## src/rtl/pe_array_ctrl.sv

```systemverilog
// pe_array_ctrl
//   Sequencer for one processing element (PE) that runs a 1-D convolution job.
//   For each of N outputs it clears the PE accumulator, streams K operand
//   pairs from the input/filter buffers, captures the PE result, and offers
//   it on a valid/ready result port. Then it moves to the next output.
//
// Result handshake: res_valid is high for the whole OUT state. A transfer
//   happens on a rising edge where res_valid=1 and res_ready=1. While waiting,
//   res_data and res_idx hold steady. res_valid never depends on res_ready.
//
// Ports
//   clk, rst             clock, synchronous active-high reset
//   start, abort         job request (seen only in IDLE) / cancel current job
//   cfg_k, cfg_n         kernel length K, output count N (latched at start)
//   busy, done           not-IDLE indicator / one-cycle completion pulse
//   pe_mode, pe_clear    PE control: 0 = reset_mode, 1 = accumulator_mode
//   rd_en, in_addr,      operand buffer read enable and addresses; the
//   flt_addr             buffers are read asynchronously
//   pe_result            PE accumulator output
//   res_valid/ready,     result handshake, captured result, output index
//   res_data, res_idx
module pe_array_ctrl (
  input  logic       clk,
  input  logic       rst,
  input  logic       start,
  input  logic       abort,
  input  logic [7:0] cfg_k,
  input  logic [7:0] cfg_n,
  output logic       busy,
  output logic       done,
  output logic [1:0] pe_mode,
  output logic       pe_clear,
  output logic       rd_en,
  output logic [7:0] in_addr,
  output logic [7:0] flt_addr,
  input  logic [7:0] pe_result,
  output logic       res_valid,
  input  logic       res_ready,
  output logic [7:0] res_data,
  output logic [7:0] res_idx
);

  localparam logic [2:0] S_IDLE  = 3'd0;
  localparam logic [2:0] S_CLEAR = 3'd1;
  localparam logic [2:0] S_ACC   = 3'd2;
  localparam logic [2:0] S_CAPT  = 3'd3;
  localparam logic [2:0] S_OUT   = 3'd4;
  localparam logic [2:0] S_DONE  = 3'd5;

  logic [2:0] state_q, state_d;
  logic [7:0] k_lat_q, k_lat_d;      // K latched at job start
  logic [7:0] n_lat_q, n_lat_d;      // N latched at job start
  logic [7:0] k_cnt_q, k_cnt_d;      // accumulate step within one output
  logic [7:0] out_idx_q, out_idx_d;  // current output index
  logic [7:0] res_data_q, res_data_d;

  always_comb begin
    state_d    = state_q;
    k_lat_d    = k_lat_q;
    n_lat_d    = n_lat_q;
    k_cnt_d    = k_cnt_q;
    out_idx_d  = out_idx_q;
    res_data_d = res_data_q;

    case (state_q)
      S_IDLE: begin
        if (start) begin
          if (cfg_k != 8'd0 && cfg_n != 8'd0) begin
            k_lat_d   = cfg_k;
            n_lat_d   = cfg_n;
            out_idx_d = 8'd0;
            state_d   = S_CLEAR;
          end else begin
            // An empty job still signals completion so the host is not left waiting.
            state_d = S_DONE;
          end
        end
      end
      S_CLEAR: begin
        k_cnt_d = 8'd0;
        state_d = S_ACC;
      end
      S_ACC: begin
        if (k_cnt_q == k_lat_q - 8'd1) begin
          state_d = S_CAPT;
        end else begin
          k_cnt_d = k_cnt_q + 8'd1;
        end
      end
      S_CAPT: begin
        // The PE updated its accumulator on the edge ending the last ACC
        // cycle, so pe_result already holds the full sum here.
        res_data_d = pe_result;
        state_d    = S_OUT;
      end
      S_OUT: begin
        if (res_ready) begin
          if (out_idx_q == n_lat_q - 8'd1) begin
            state_d = S_DONE;
          end else begin
            out_idx_d = out_idx_q + 8'd1;
            state_d   = S_CLEAR;
          end
        end
      end
      S_DONE: begin
        state_d = S_IDLE;
      end
      default: begin
        state_d = S_IDLE;
      end
    endcase

    // Abort overrides every transition above, including a completing handshake.
    if (abort && state_q != S_IDLE) begin
      state_d = S_IDLE;
      k_cnt_d = 8'd0;
    end
  end

  always_ff @(posedge clk) begin
    if (rst) begin
      state_q    <= S_IDLE;
      k_lat_q    <= 8'd0;
      n_lat_q    <= 8'd0;
      k_cnt_q    <= 8'd0;
      out_idx_q  <= 8'd0;
      res_data_q <= 8'd0;
    end else begin
      state_q    <= state_d;
      k_lat_q    <= k_lat_d;
      n_lat_q    <= n_lat_d;
      k_cnt_q    <= k_cnt_d;
      out_idx_q  <= out_idx_d;
      res_data_q <= res_data_d;
    end
  end

  // All outputs decode from registered state and counters only.
  // Addresses are forced to 0 outside ACC so the buffers see no activity while idle or stalled.
  assign busy      = (state_q != S_IDLE);
  assign done      = (state_q == S_DONE);
  assign pe_mode   = (state_q == S_ACC) ? 2'd1 : 2'd0;
  assign pe_clear  = (state_q == S_CLEAR);
  assign rd_en     = (state_q == S_ACC);
  assign flt_addr  = (state_q == S_ACC) ? k_cnt_q : 8'd0;
  assign in_addr   = (state_q == S_ACC) ? (out_idx_q + k_cnt_q) : 8'd0;
  assign res_valid = (state_q == S_OUT);
  assign res_data  = res_data_q;
  assign res_idx   = out_idx_q;

endmodule

```

## config.mk

```make
export PLATFORM = sky130hd
export DESIGN_NAME = pe_array_ctrl
export DESIGN_NICKNAME = d
export VERILOG_FILES = /design/src/rtl/pe_array_ctrl.sv
export SDC_FILE = /design/constraint.sdc
export NUM_CORES = 1
export LEC_CHECK = 0
export CORE_MARGIN = 2
export CORE_UTILIZATION = 40
export DETAILED_ROUTE_END_ITERATION = 8
export GPL_ROUTABILITY_DRIVEN = 0
export PLACE_DENSITY = 0.67
export SYNTH_ARGS = -nofsm -noshare
export SYNTH_HDL_FRONTEND = slang
export SYNTH_SLANG_ARGS = --single-unit
export TNS_END_PERCENT = 100
```

## constraint.sdc

```tcl
create_clock -name clk -period 4.1 [get_ports clk]
set_input_delay 0.615 -clock clk [delete_from_list [all_inputs] [get_ports clk]]
set_output_delay 0.615 -clock clk [all_outputs]
set_load 0.01 [all_outputs]
```

==> results of run 1 <==
[worst reg2reg max path: stages, from the launching register on]
cell,delay (ns)
dfxtp_1,0.43
inv_1,0.07
ha_1,0.31
o21ba_1,0.21
a221oi_1,0.28
a41oi_1,0.11
o41ai_2,0.42
nand3b_2,0.28
nand4_1,0.20
mux2i_1,0.19
[synthesized netlist by cell type (all sizes together), types with 2 or more instances]
cell type / count / area share
a211oi: 2 / 0.0053
a21o: 3 / 0.0080
a21oi: 17 / 0.030
a31oi: 3 / 0.0067
and3: 16 / 0.036
and3b: 2 / 0.0062
buf: 9 / 0.020
clkbuf: 8 / 0.011
dfxtp: 43 / 0.31
ha: 11 / 0.049
inv: 10 / 0.013
mux2i: 32 / 0.11
nand2: 23 / 0.031
nand2b: 4 / 0.0089
nand3: 10 / 0.018
nand3b: 2 / 0.0067
nand4: 4 / 0.0089
nand4b: 3 / 0.0093
nor2: 47 / 0.063
nor2b: 3 / 0.0067
nor3: 8 / 0.014
nor3b: 2 / 0.0053
nor4: 7 / 0.021
nor4b: 2 / 0.0062
o211a: 2 / 0.0071
o21ai: 15 / 0.028
o21bai: 3 / 0.0080
or3: 11 / 0.024
xnor2: 16 / 0.050
xor2: 9 / 0.028
[layout make-up]
| type | instances | area, um2 | share of cell area |
|---|---|---|---|
| Clock buffer | 7 | 96.34 | 0.02655 |
| Clock inverter | 1 | 7.507 | 0.002069 |
| Inverter | 10 | 37.54 | 0.01034 |
| Multi-Input combinational cell | 271 | 1831 | 0.5045 |
| Sequential cell | 43 | 860.8 | 0.2372 |
| Tap cell | 96 | 120.1 | 0.03310 |
| Timing Repair Buffer | 68 | 675.6 | 0.1862 |
[state kept, by name, indices dropped and copies added (netlist names)]
register,flops
k_cnt_q,8
k_lat_q,8
n_lat_q,8
res_data,8
res_idx,8
state_q,3
[cell families after synthesis]
| logic type | count (synthesis) | share of synthesized area |
|---|---|---|
| simple gates | 145 | 0.2667 |
| compound gates | 55 | 0.1267 |
| flops | 43 | 0.3058 |
| mux | 32 | 0.1138 |
| buf+inv | 27 | 0.04400 |
| xor+xnor | 26 | 0.08578 |
| fa+ha+maj | 12 | 0.05600 |
| other cells | 1 | 0.001332 |
[cells in the final DEF, fill, tap and decap left out, types with 2 or more instances in the layout]
| cell | instances |
|---|---|
| nor4b_1 | 2 |
| and3b_1 | 2 |
| buf_4 | 2 |
| dfxtp_1 | 43 |
| nor2b_1 | 3 |
| nand2b_1 | 4 |
| xnor2_1 | 16 |
| a211oi_1 | 2 |
| nor3b_1 | 2 |
| a21oi_1 | 17 |
| o211a_1 | 2 |
| ha_1 | 11 |
| a21o_1 | 3 |
| nand3_1 | 10 |
| and3_1 | 16 |
| a31oi_1 | 3 |
| xor2_1 | 9 |
| nand4b_1 | 3 |
| o21ai_1 | 7 |
| clkbuf_8 | 7 |
| inv_1 | 10 |
| nor3_1 | 8 |
| clkdlybuf4s50_1 | 66 |
| nor4_1 | 6 |
| mux2i_1 | 32 |
| nand4_1 | 4 |
| nor2_1 | 47 |
| nand2_1 | 23 |
| o21bai_1 | 3 |
| o21ai_0 | 7 |
| or3_1 | 11 |
[power by group through the flow]
| stage | registers [mW] | clock network (mW) | logic [mW] |
|---|---|---|---|
| after floorplan | 0.477 | 0 | 0.286 |
| final | 0.490 | 0.305 | 0.369 |
| after global routing | 0.497 | 0.335 | 0.408 |
| after detailed placement | 0.500 | 0 | 0.367 |
| after CTS | 0.490 | 0.317 | 0.369 |
| after global placement | 0.498 | 0 | 0.362 |
[per-layer routing]
| metal | routed length, um | vias to the layer above |
|---|---|---|
| li1 | - | 1320 |
| met1 | 3257 | 1178 |
| met2 | 3138 | 77 |
| met3 | 402 | 8 |
| met4 | 101 | 0 |
| met5 | 0 | - |
[worst max-delay path by stage]
stage	endpoint	startpoint
floorplan	in_addr[7]	res_idx[1]
global placement	in_addr[7]	res_idx[1]
detailed placement	in_addr[6]	res_idx[0]
CTS	in_addr[6]	res_idx[0]
global route	in_addr[6]	res_idx[0]
finish	in_addr[6]	res_idx[0]
[metrics by stage]
step                worst slack (ns)  instance area, um2
CTS                           0.7235                3628
floorplan                      1.649                2815
detailed placement             1.069                3525
global route                  0.5452                3628
global placement               1.123                3525
finish                        0.7410                3628
==> impl_results.md, run 1 <==
* Vias in the first global route at 2401
* Pin count of the biggest net entering global routing at 30
* GR Overflow Total at 0
* Area grow syn2layout at 28.89%
* Post-route DRC violation count at 0
* Reg clk slew, reported paths at 0.08 ns
* Vias per cell at 5.208
* WP buf/inv at 1
* FF+latch count, synth at 43
* Overall global routing resource usage at 0.1904
* Antenna violations before repair at 0
* Clock network power share at 0.262
* Num rows at 30
* Synth Instances at 341
* First-pass GRT wire length at 11730 um
* Grt peak-use layer: met2
* Clock buffer depth at 2
* Cts bufs inserted at 5
* FILL cells at 658
* Met1 Track Usage GR at 0.2598
* Critical Path Source Type: flop
* IO Port Bufs at 66
* GR Layer Usage met3 at 0.04430
* Post-synthesis area per instance at 8.256 um2
* Post-synth EDFFs at 0
* Max-slew violations at 0
* Die ar. at 7725 um2
* Final setup viols at 0
* Hold Buf Count CTS at 0
* CTS sink count at 43
* Slew HR at 0.4473
* Total of warnings raised by yosys at 0
* Reg2reg end: k_cnt_q[4]
* 1st-iter DRT viols at 134
* Unique masters post-synth at 50
* CTS tree: yes
* Critical Path AT at 2.74 ns
* Post-layout net count at 440
* Req. time, crit path at 3.48 ns
* Min-Delay Startpoint: res_data[1]
* Setup skew after layout at 0.009759 ns
* Combinational share of power at 0.317
* Final Routed Wirelength at 6899 um
* CP peak stage delay at 0.55 ns
* Final cell count without fillers at 496
* HPWL after detailed placement at 5295 um
* Final hold viol count at 0
* Pwr dens at 321.0 nW/um2
* Detailed Routing Iterations Pass 1 at 4
* CP endpoint kind: output pin
* Status: complete, no violations
* Static Leakage at 1.571 nW
* Reg2Reg Depth at 9
* Final Critical Period at 3.359 ns
* Hold Worst Slack at 0.5005 ns
* Number of cells after detailed placement at 488
* Crit Path Max Fanout at 9
* Fin crit share at 0.8193
* Worst hold stages at 2
* Hold EP: res_data[1]
* Critical-path cell list: ha_1 > fa_1 > a21oi_1 > o21bai_1 > a21o_1 > a21oi_1 > xor2_1 > nor2_1 > clkdlybuf4s50_1
* Clock Tree Root: clkbuf_8
* Width of the die at 87.89 um
* Stages on worst setup path at 9
* Setup bufs post-CTS at 0
* Top delay family on crit path: adder cells
* Tightest Pin Transition at 0.8273 ns
* Reg-to-reg critical path startpoint: k_lat_q[0]
* Core area at 6794 um2
* HP Class: flop to flop
* Post_cts resized at 0
* Vert. Die Dim at 87.89 um
* Net switching power at 392.5 uW
* Internal at 772.1 uW
* IO Pins at 68
* Total power at 1.165 mW
* FMAX at 297.7 MHz
* Top cell by count, worst path: a21oi_1
* Layout cells sized above 1 at 0.03750
* Top FF cell, synth: dfxtp_1
* MaxCap Viol Count at 0
* Post-DRT Antenna Nets at 0
* Depth of the CTS H-tree at 2
* Post-synth net total at 382
* Setup TNS at 0 ns
* Worst skew pair latency at 0.30 ns
* R2R Setup Slk at 1.55 ns
* Crit Path Category: flop to output pin
* # diodes at 0
* Worst vdd ir at 0.1753 mV
* Avg WL per Cell at 13.91 um
* RSZ-0062 raised after global routing: no
* Ys async rst share at 0
* Switching portion of total power at 0.3370
* Initial Utilization at 0.4144
* Seq/Total Area, Yosys at 0.3058
* Crit-path slowest cell: clkdlybuf4s50_1
* GR met2 Demand/Resource at 0.2996
* Layout Utilization at 0.5341
* Cell area after synthesis at 2815 um2
* DR vias at 2583
* Sequential power share at 0.421
Power figures use the tool's default switching activity.
==> run 2: changes to the inputs <==
clock period = 3.2 ns   (was 4.1 ns; I/O delays follow)
==> impl_results.md, run 2 (same netlist as run 1, synthesis figures left out) <==
* Status: complete, no violations
* Req. time, crit path at 2.72 ns
* Detailed Routing Iterations Pass 1 at 4
* Worst skew pair latency at 0.30 ns
* First-pass GRT wire length at 11520 um
* Final Routed Wirelength at 6971 um
* Width of the die at 87.89 um
* CTS sink count at 43
* Area grow syn2layout at 29.91%
* Footprint of the multi-input gates at 1834 um2
* Reg clk slew, reported paths at 0.08 ns
* MaxCap Viol Count at 0
* CP endpoint kind: output pin
* Post-DRT Antenna Nets at 0
* Worst vdd ir at 0.2759 mV
* Vert. Die Dim at 87.89 um
* Avg WL per Cell at 13.91 um
* Pin count of the biggest net entering global routing at 29
* IO Port Bufs at 66
* FMAX at 329.3 MHz
* Setup skew after layout at 0.005324 ns
* Critical Path Source Type: flop
* Clock buffer depth at 2
* FILL cells at 653
* Seq. cell area at 864.6 um2
* Initial Utilization at 0.4144
* RSZ-0062 raised after global routing: no
* Cts bufs inserted at 5
* Die ar. at 7725 um2
* Static Leakage at 1.608 nW
* Slew HR at 0.5071
* Clock Tree Root: clkbuf_8
* Hold Buf Count CTS at 0
* IO Pins at 68
* CTS tree: yes
* Tightest Pin Transition at 0.7377 ns
* # diodes at 0
* HP Class: flop to flop
* Total power at 1.457 mW
* Final hold viol count at 0
* Layout cells sized above 1 at 0.05679
* Pwr dens at 398.4 nW/um2
* Core area at 6794 um2
* Critical Path AT at 2.56 ns
* DR vias at 2616
* Antenna violations before repair at 0
* Crit Path Max Fanout at 8
* GR Overflow Total at 0
* 1st-iter DRT viols at 104
* Vias in the first global route at 2450
* Post-route DRC violation count at 0
* Most frequent cells in the layout: clkdlybuf4s50_1, nor2_1, dfxtp_1, mux2i_1, nand2_1
* Crit Path Category: flop to output pin
* Hold Worst Slack at 0.5068 ns
* Num rows at 30
* Depth of the CTS H-tree at 2
* Final Critical Period at 3.036 ns
* Vias per cell at 5.222
* Overall global routing resource usage at 0.1879
* Setup TNS at 0 ns
* Fin crit share at 0.9489
* Max-slew violations at 0
* Final setup viols at 0
* HPWL after detailed placement at 5386 um
* Post-layout net count at 445
* Commonest non-fill, non-tap cell in the layout: clkdlybuf4s50_1
run 2: area by class of cell:
| class | count | share of cell area |
|---|---|---|
| timing repair buffer | 73 | 0.1957 |
| multi-input combinational | 271 | 0.5015 |
| sequential | 43 | 0.2364 |
| clock inverter | 2 | 0.003421 |
| tap | 96 | 0.03284 |
| clock buffer | 6 | 0.01984 |
| inverter | 10 | 0.01026 |
run 2: critical path: stages, from the launching register on:
cell and delay, ns:
dfxtp_2 0.42, ha_1 0.26, a21o_1 0.17, a21oi_2 0.18
o21bai_1 0.10, a21oi_1 0.22, o21ai_0 0.14, xnor2_1 0.14
nor2_1 0.09, clkdlybuf4s50_1 0.54
run 2: through the flow:
stage	setup WS [ns]	cell area, um2	utilization	cells
floorplan	0.8837	2815	-	341
global placement	0.3617	3562	0.5243	493
detailed placement	0.3143	3562	0.5243	493
CTS	0.01127	3649	0.5370	501
global route	0.02305	3657	0.5383	501
finish	0.1636	3657	0.5383	501
run 2: path summary, 6_finish.rpt:
check	to	slack, ns	cells after the start	from
min reg2reg	res_data[1]	0.51	2	res_data[1]
max reg2reg	k_cnt_q[4]	0.60	9	k_lat_q[0]
max	in_addr[7]	0.16	9	k_cnt_q[1]
min	res_data[1]	0.51	2	res_data[1]
run 2: power breakdown:
group          switching, mW  internal [mW]  total [mW]
Combinational          0.260          0.234       0.494
Clock                  0.191          0.153       0.344
Sequential            0.0498          0.569       0.619
Total                  0.501          0.956        1.46
run 2: repair_timing:
action                     in CTS  in global routing
setup buffers                   0                  0
setup endpoints to repair       1                  2
resized for setup               1                  4
pin swaps                       0                  0
run 2: routing by layer:
| metal | global-route usage | routed length (um) |
|---|---|---|
| met5 | 0 | 0 |
| met4 | 0.03497 | 21 |
| met3 | 0.04147 | 316 |
| met2 | 0.3202 | 3291 |
| met1 | 0.2464 | 3341 |
==> run 3: changes to the inputs <==
SETUP_SLACK_MARGIN = 0.4   (was not set)
==> impl_results.md, run 3 (same netlist as run 1, synthesis figures left out) <==
* Status: complete, no violations
* DR vias at 2616
* Final cell count without fillers at 501
* Crit Path Category: flop to output pin
* # diodes at 0
* Post-route DRC violation count at 0
* Cts bufs inserted at 5
* Worst skew pair latency at 0.30 ns
* Reg2reg end: k_cnt_q[4]
* CTS tree: yes
* Depth of the CTS H-tree at 2
* Req. time, crit path at 2.72 ns
* Critical Path AT at 2.26 ns
* Reg-to-reg critical path startpoint: k_lat_q[0]
* Area grow syn2layout at 31.29%
* Combinational share of power at 0.342
* Slew HR at 0.6327
* Pin count of the biggest net entering global routing at 29
* Layout cells sized above 1 at 0.07654
* Worst vdd ir at 0.2753 mV
* 1st-iter DRT viols at 90
* Critical Path Source Type: flop
* Commonest non-fill, non-tap cell in the layout: clkdlybuf4s50_1
* Overall global routing resource usage at 0.1887
* FMAX at 365.3 MHz
* Most frequent cells in the layout: clkdlybuf4s50_1, nor2_1, dfxtp_1, mux2i_1, nand2_1
* Antenna violations before repair at 0
* Internal at 958.2 uW
* Setup TNS at 0 ns
* Vert. Die Dim at 87.89 um
* Crit Path Max Fanout at 9
* Switching portion of total power at 0.3456
* Static Leakage at 1.636 nW
* Setup bufs post-CTS at 0
* Tightest Pin Transition at 0.5494 ns
* Clock network power share at 0.235
* Reg2Reg Depth at 9
* HPWL after detailed placement at 5386 um
* Layout Utilization at 0.5440
* Worst hold stages at 2
* Core area at 6794 um2
* Avg WL per Cell at 14.10 um
* IO Port Bufs at 66
* Max-slew violations at 0
* Clock buffer depth at 2
* Clock Tree Root: clkbuf_8
* Hold EP: res_data[1]
* Vias in the first global route at 2475
* Total power at 1.464 mW
* Min-Delay Startpoint: res_data[1]
* Detailed Routing Iterations Pass 1 at 4
* MaxCap Viol Count at 0
* CTS sink count at 43
* Reg clk slew, reported paths at 0.08 ns
* Vias per cell at 5.222
* Initial Utilization at 0.4144
* Final hold viol count at 0
* Net switching power at 506.0 uW
* HP Class: flop to flop
* First-pass GRT wire length at 11560 um
* RSZ-0062 raised after global routing: yes
* Post-DRT Antenna Nets at 0
* Final Routed Wirelength at 7062 um
* Num rows at 30
* IO Pins at 68
* Number of cells after detailed placement at 493
* CP endpoint kind: output pin
* Setup skew after layout at 0.006246 ns
* Pwr dens at 396.2 nW/um2
* Hold Worst Slack at 0.5068 ns
* GR Overflow Total at 0
* R2R Setup Slk at 0.61 ns
* Width of the die at 87.89 um
* Post-layout net count at 445
* Fin crit share at 0.8554
* Die ar. at 7725 um2
* Hold Buf Count CTS at 0
* Final setup viols at 0
* Sequential power share at 0.423
* Final Critical Period at 2.737 ns
[run 3: changes by cell type in the layout (fill, tap and decap cells not counted), sizes merged]
cell / delta
dlygate4sd2: +1
clkdlybuf4s15: +1
dlymetal6s2s: +1
clkdlybuf4s50: -3
[run 3: cell type report]
cell class              count  area, um2
well taps                  96      120.1
fillers                   657       3098
repair buffers             73      716.9
flip-flops and latches     43      872.1
clock buffers               6      72.57
clock inverters             2      12.51
inverters                  10      37.54
multi-input cells         271       1864
[run 3: metrics by stage]
step / worst slack, ns / instance area [um2]
detailed placement: 0.3143 / 3562
global route: 0.3384 / 3696
finish: 0.4628 / 3696
CTS: 0.4216 / 3670
global placement: 0.3617 / 3562
floorplan: 0.8837 / 2815
[run 3: power by group through the flow]
stage	Combinational [mW]	Clock (mW)	Sequential [mW]
finish	0.501	0.344	0.619
global route	0.553	0.374	0.626
CTS	0.496	0.353	0.617
detailed placement	0.493	0	0.630
global placement	0.482	0	0.629
floorplan	0.367	0	0.611
[run 3: repair_timing]
| item | CTS | global route |
|---|---|---|
| setup endpoints to repair | 4 | 6 |
| cloned | 0 | 0 |
| pin swaps | 1 | 0 |
| resized for setup | 12 | 8 |
[run 3: worst max path at each step]
stage,start,end,slack [ns],depth (start not counted)
CTS,res_idx[0],in_addr[6],0.42,9
finish,res_idx[0],in_addr[6],0.46,9
global placement,res_idx[0],in_addr[6],0.36,9
global route,res_idx[0],in_addr[6],0.34,9
detailed placement,k_cnt_q[1],in_addr[7],0.31,9
floorplan,res_idx[1],in_addr[7],0.88,8
[run 3: critical path, stage by stage, from the launching register on]
cell	delay, ns
dfxtp_4	0.38
ha_2	0.20
fa_2	0.36
a21oi_2	0.12
o21bai_1	0.10
a21o_1	0.21
a21oi_2	0.15
xor2_1	0.15
nor2_1	0.05
clkdlybuf4s15_1	0.24
[run 3: routing by layer]
metal,track usage,up-vias,share of wire
met1,0.2447,1213,0.47
met2,0.3251,58,0.48
met3,0.04147,2,0.046
met5,0,-,0
met4,0.03497,0,0.0030
li1,-,1343,-
